File: config.mk
export PLATFORM = sky130hd
export DESIGN_NAME = bist_pattern_engine
export DESIGN_NICKNAME = d
export VERILOG_FILES = /design/src/rtl/bist_pattern_engine.sv
export SDC_FILE = /design/constraint.sdc
export NUM_CORES = 1
export LEC_CHECK = 0
export BUFFER_PORTS_ARGS = -buffer_cell sky130_fd_sc_hd__buf_2
export CORE_UTILIZATION = 25
export DETAILED_ROUTE_END_ITERATION = 6
export GPL_ROUTABILITY_DRIVEN = 0
export RECOVER_POWER = 50
export SYNTH_ARGS = -nofsm -noshare
export SYNTH_HDL_FRONTEND = slang
export SYNTH_SLANG_ARGS = --single-unit
export TNS_END_PERCENT = 10
File: constraint.sdc
create_clock -name clock -period 1.6 [get_ports clock]
set_clock_uncertainty 0.1 [all_clocks]
set_input_delay 0.16 -clock clock [delete_from_list [all_inputs] [get_ports clock]]
set_output_delay 0.16 -clock clock [all_outputs]
set_load 0.01 [all_outputs]
File: src/rtl/bist_pattern_engine.sv
// bist_pattern_engine
//   Self-test engine for a small gate-level circuit. An 8-bit Fibonacci LFSR
//   supplies two pattern bits per cycle and an 8-bit MISR compacts the two
//   response bits. The engine owns the circuit's reset for the length of a run.
//
//   Sequence: IDLE -> INIT (1 cycle) -> RUN (N_PATTERNS cycles)
//             -> FLUSH (1 cycle) -> DONE
//
//   Optional build macro: BIST_GOLDEN_COMPARE_EN
//     defined   : pass is a registered flag, signature == GOLDEN at DONE entry
//     undefined : pass is tied low and GOLDEN has no effect
module bist_pattern_engine #(
    parameter int unsigned N_PATTERNS = 64,
    parameter logic [7:0]  SEED       = 8'h01,
    parameter logic [7:0]  GOLDEN     = 8'h00
) (
    input  logic       clock,
    input  logic       reset,
    input  logic       start,
    output logic       dut_reset,
    output logic       dut_i1,
    output logic       dut_i2,
    input  logic       dut_o1,
    input  logic       dut_o2,
    output logic       busy,
    output logic       done,
    output logic [7:0] signature,
    output logic       pass
);

    typedef enum logic [2:0] {
        IDLE  = 3'd0,
        INIT  = 3'd1,
        RUN   = 3'd2,
        FLUSH = 3'd3,
        DONE  = 3'd4
    } state_t;

    // An all-zero LFSR would never leave zero, so a zero seed is replaced.
    localparam logic [7:0]  SEED_FIX = (SEED == 8'h00) ? 8'h01 : SEED;
    localparam logic [15:0] LAST_CNT = 16'(N_PATTERNS - 1);

    // Shared shift-with-feedback for both LFSR and MISR (taps 7,5,4,3).
    function automatic logic [7:0] shift8(input logic [7:0] v);
        return {v[6:0], v[7] ^ v[5] ^ v[4] ^ v[3]};
    endfunction

    state_t      state, state_nxt;
    logic [7:0]  lfsr;
    logic [7:0]  misr;
    logic [7:0]  misr_nxt;
    logic [15:0] cnt;
    logic        drive_pat;

    // State register.
    always_ff @(posedge clock) begin
        if (reset) state <= IDLE;
        else       state <= state_nxt;
    end

    // Next-state logic; start only matters in IDLE and DONE.
    always_comb begin
        state_nxt = state;
        unique case (state)
            IDLE:    if (start) state_nxt = INIT;
            INIT:    state_nxt = RUN;
            RUN:     if (cnt == LAST_CNT) state_nxt = FLUSH;
            FLUSH:   state_nxt = DONE;
            DONE:    if (start) state_nxt = INIT;
            default: state_nxt = IDLE;
        endcase
    end

    assign misr_nxt = shift8(misr) ^ {6'b0, dut_o2, dut_o1};

    // Pattern generator, signature register and pattern counter.
    // INIT loads the seed and takes one step, so the first RUN pattern is one
    // step past the seed and every RUN cycle shows a fresh LFSR value.
    always_ff @(posedge clock) begin
        if (reset) begin
            lfsr <= SEED_FIX;
            misr <= 8'h00;
            cnt  <= 16'd0;
        end else begin
            unique case (state)
                INIT: begin
                    lfsr <= shift8(SEED_FIX);
                    misr <= 8'h00;
                    cnt  <= 16'd0;
                end
                RUN: begin
                    lfsr <= shift8(lfsr);
                    misr <= misr_nxt;
                    cnt  <= cnt + 16'd1;
                end
                FLUSH: begin
                    // One extra capture observes the last registered response.
                    misr <= misr_nxt;
                end
                default: begin
                end
            endcase
        end
    end

    assign drive_pat = (state == RUN) || (state == FLUSH);
    assign dut_i1    = drive_pat & lfsr[0];
    assign dut_i2    = drive_pat & lfsr[1];
    assign dut_reset = reset | (state == INIT);
    assign busy      = (state == INIT) || (state == RUN) || (state == FLUSH);
    assign done      = (state == DONE);
    assign signature = misr;

`ifdef BIST_GOLDEN_COMPARE_EN
    // Verdict latched on the FLUSH->DONE edge from the final signature value.
    always_ff @(posedge clock) begin
        if (reset)               pass <= 1'b0;
        else if (state == INIT)  pass <= 1'b0;
        else if (state == FLUSH) pass <= (misr_nxt == GOLDEN);
    end
`else
    // No comparator in this build; GOLDEN is folded away to a constant 0.
    assign pass = 1'b0 & (^GOLDEN);
`endif

endmodule

==> insert_results.sql <==
INSERT INTO impl_metrics (metric_group, metric, value, unit) VALUES
('run_status', 'outcome', 'finished with violations', ''),
('run_status', 'violations_in_the_final_reports', 'setup timing', ''),
('timing', 'max_freq', '601.5', 'MHz'),
('worst_setup_path', 'critPathKind', 'register to register', ''),
('yosys', 'synthArstFlopShare', '0', '%'),
('yosys', 'yosys.area.top_type', 'dfxtp_1', ''),
('routing', 'avgRoutedWirePerCell', '12.88', 'um'),
('worst_setup_path', 'worstSetupStartpointType', 'register', ''),
('yosys', 'yosysWarningCount', '0', ''),
('timing', 'setup_violators_final', '10', ''),
('timing', 'min_period_over_period', '103.9', '%'),
('clocking', 'ctsLongestPathBuffers', '2', ''),
('place', 'dpl.hpwl', '2656', 'um'),
('worst_setup_path', 'cells_along_the_critical_path', 'or3b_4 -> nor4_4 -> nand3_1 -> mux2_4', ''),
('timing', 'final-hold-violation-count', '0', ''),
('clocking', 'numCtsBuffers', '5', ''),
('die', 'dieHeight', '83.19', 'um'),
('power', 'power_density', '832.1', 'nW/um2'),
('worst_setup_path', 'data_arrival_time_at_the_worst_slack_endpoint', '1740', 'ps'),
('cells_and_area', 'finalInstanceArea', '2150', 'um2'),
('yosys', 'yosys_register_bits', '35', ''),
('cells_and_area', 'synth_to_final_area_change', '30.45', '%'),
('global_routing', 'grt_pass1_wl', '6651', 'um'),
('die', 'floorplan.die.width', '83.19', 'um'),
('routing', 'drc_errors', '0', ''),
('die', 'io_pins', '19', ''),
('cells_and_area', 'final-instance-count-excl-fill', '304', ''),
('routing', 'dr_total_vias', '1500', ''),
('timing', 'minimum_period_implied_by_the_final_worst_setup_slack', '1662', 'ps'),
('worst_hold_path', 'hp-class', 'input port to register', ''),
('yosys', 'synthCells', '190', ''),
('worst_setup_path', 'worst-path-buf-inv', '0', ''),
('clocking', 'cts_root_buf', 'clkbuf_8', ''),
('power', 'post-layout-total-power', '1789', 'uW'),
('yosys', 'count_leader_synth', 'dfxtp_1', ''),
('worst_setup_path', 'crit_end', 'cnt[13]$_SDFFE_PP0P_', ''),
('clocking', 'insertion_delay', '290', 'ps'),
('worst_setup_path', 'r2r-start', 'state[2]$_SDFFE_PP0P_', ''),
('power', 'leakage', '0.0008452', 'uW'),
('die', 'fp.dieArea', '6920', 'um2'),
('power', 'peakVddDrop', '0.0005284', 'V'),
('clocking', 'clkSlewWorstSetupHoldPaths', '70', 'ps'),
('cells_and_area', 'ff_latch_area', '710.7', 'um2'),
('routing', 'finalWirelength', '3914', 'um'),
('yosys', 'most_instantiated_flip_flop_cell_in_the_synthesis_netlist', 'dfxtp_1', ''),
('yosys', 'synth_enable_flop_cells', '0', ''),
('clocking', 'ctsHtreeMaxLevel', '2', ''),
('cells_and_area', 'n_antenna_cell', '0', ''),
('worst_setup_path', 'critPathLaunch', 'state[2]$_SDFFE_PP0P_', ''),
('global_routing', 'antenna_found_initial', '0', ''),
('worst_setup_path', 'critical_path.max_stage_delay', '450', 'ps'),
('timing', 'layout_setup_ws', '-62.39', 'ps'),
('clocking', 'total_number_of_clock_tree_sinks', '35', ''),
('place', 'io_buffer_count', '17', ''),
('flow_run', 'reported_max_cap_violation_count', '0', ''),
('worst_setup_path', 'r2r.worst_path.cells', '4', ''),
('global_routing', 'track_usage', '11.78', '%'),
('global_routing', 'grt_max_degree', '23', ''),
('timing', 'rsz0062_at_grt', 'yes', ''),
('die', 'effective_utilization_at_floorplan', '25.95', '%'),
('global_routing', 'grt_overflow_total', '0', ''),
('worst_setup_path', 'cell_with_the_biggest_individual_delay_on_the_critical_path', 'or3b_4', ''),
('routing', 'firstDrtPassIters', '5', ''),
('place', 'dp_cells', '295', ''),
('cells_and_area', 'fillCellCount', '646', ''),
('worst_setup_path', 'path_max_fanout', '7', ''),
('die', 'area_of_the_placeable_core', '6350', 'um2'),
('global_routing', 'first_global_vias', '1382', ''),
('cells_and_area', 'num-nets-final', '232', ''),
('cells_and_area', 'multi_input_comb_area', '939.7', 'um2'),
('timing', 'setup_tns', '-349.0', 'ps');
-- tightest hold or removal path: cells and delay by family --
family                 cells  cell delay (ps)
AO/OA/AOI/OAI              1              130
buffers and inverters      1               80
XOR/XNOR                   1               50
AND/OR/NAND/NOR            1               50
-- worst min-delay path by stage --
| stage | startpoint | end | cells past startpoint |
|---|---|---|---|
| 3_5_place_dp | lfsr[0]$_SDFFE_PP1P_ | lfsr[0]$_SDFFE_PP1P_ | 2 |
| 6_report | dut_o2 | signature[1]$_SDFFE_PP0P_ | 4 |
| 3_3_place_gp | lfsr[2]$_SDFFE_PP0P_ | lfsr[2]$_SDFFE_PP0P_ | 2 |
| 5_1_grt | dut_o2 | signature[1]$_SDFFE_PP0P_ | 4 |
| 4_1_cts | reset | cnt[11]$_SDFFE_PP0P_ | 2 |
| 2_1_floorplan | start | state[2]$_SDFFE_PP0P_ | 3 |
-- cell type report --
type / instances / area share (%)
Sequential cell: 35 / 33.06
Inverter: 4 / 0.6985
Clock inverter: 2 / 0.7567
Tap cell: 77 / 4.482
Clock buffer: 6 / 3.842
Multi-Input combinational cell: 138 / 43.71
Timing Repair Buffer: 42 / 13.45
-- cells in the final DEF (no fill, tap or decap), types with 3 or more instances in the layout --
cell and count:
mux2_2 4, buf_4 22, and2_1 4, nand2_1 7, and3_1 4, nor2_1 31
a21oi_1 7, a22oi_1 16, inv_1 4, dfxtp_2 5, xnor2_1 4, clkbuf_1 8
buf_6 3, clkbuf_8 6, dfxtp_1 29, nand3_1 8, nor4_1 3, nand4_1 4
buf_2 8
-- cell families after synthesis --
kind of cell	synth area share, %
DFF	42.52
and+or+nand+nor	25.82
AOI/OAI and AO/OA	17.31
muxes	4.556
adders and majority gates	0.7592
buffers and inverters	4.252
other	0.2276
xor gates and xnor gates	4.556
-- report_power, final --
part	switching, uW	internal (uW)	total (uW)	leakage, uW
combinational	115	81.0	196	0.000512
sequential	14.6	887	901	0.000286
clock	340	351	691	0.0000474
-- registers in the layout (all words and copies together), names as in the netlist --
name,flops
cnt,16
lfsr,8
signature,8
state,3
-- through the flow --
| step | worst slack, ps | utilization [%] |
|---|---|---|
| floorplan | -40.77 | - |
| global placement | -111.4 | 31.19 |
| detailed placement | -141.6 | 31.19 |
| CTS | -65.24 | 33.34 |
| global route | -135.3 | 33.85 |
| finish | -62.39 | 33.85 |
-- repair_timing --
| action | in CTS | in global routing |
|---|---|---|
| buffers inserted | 1 | 0 |
| setup endpoints to repair | 24 | 18 |
| gates cloned | 0 | 0 |
| pin swaps | 1 | 4 |
| resized for setup | 10 | 15 |
| hold buffers | 0 | 0 |
-- routing by layer --
layer / up-vias / global-route usage [%] / share of wire [%] / wire length, um
met5: - / 0 / 0 / 0
met4: 0 / 2.821 / 0.54 / 21
met3: 3 / 3.579 / 3.4 / 134
met2: 32 / 18.11 / 47 / 1847
met1: 710 / 16.14 / 49 / 1910
li1: 755 / - / - / -
(Power assumes the default switching activity.)
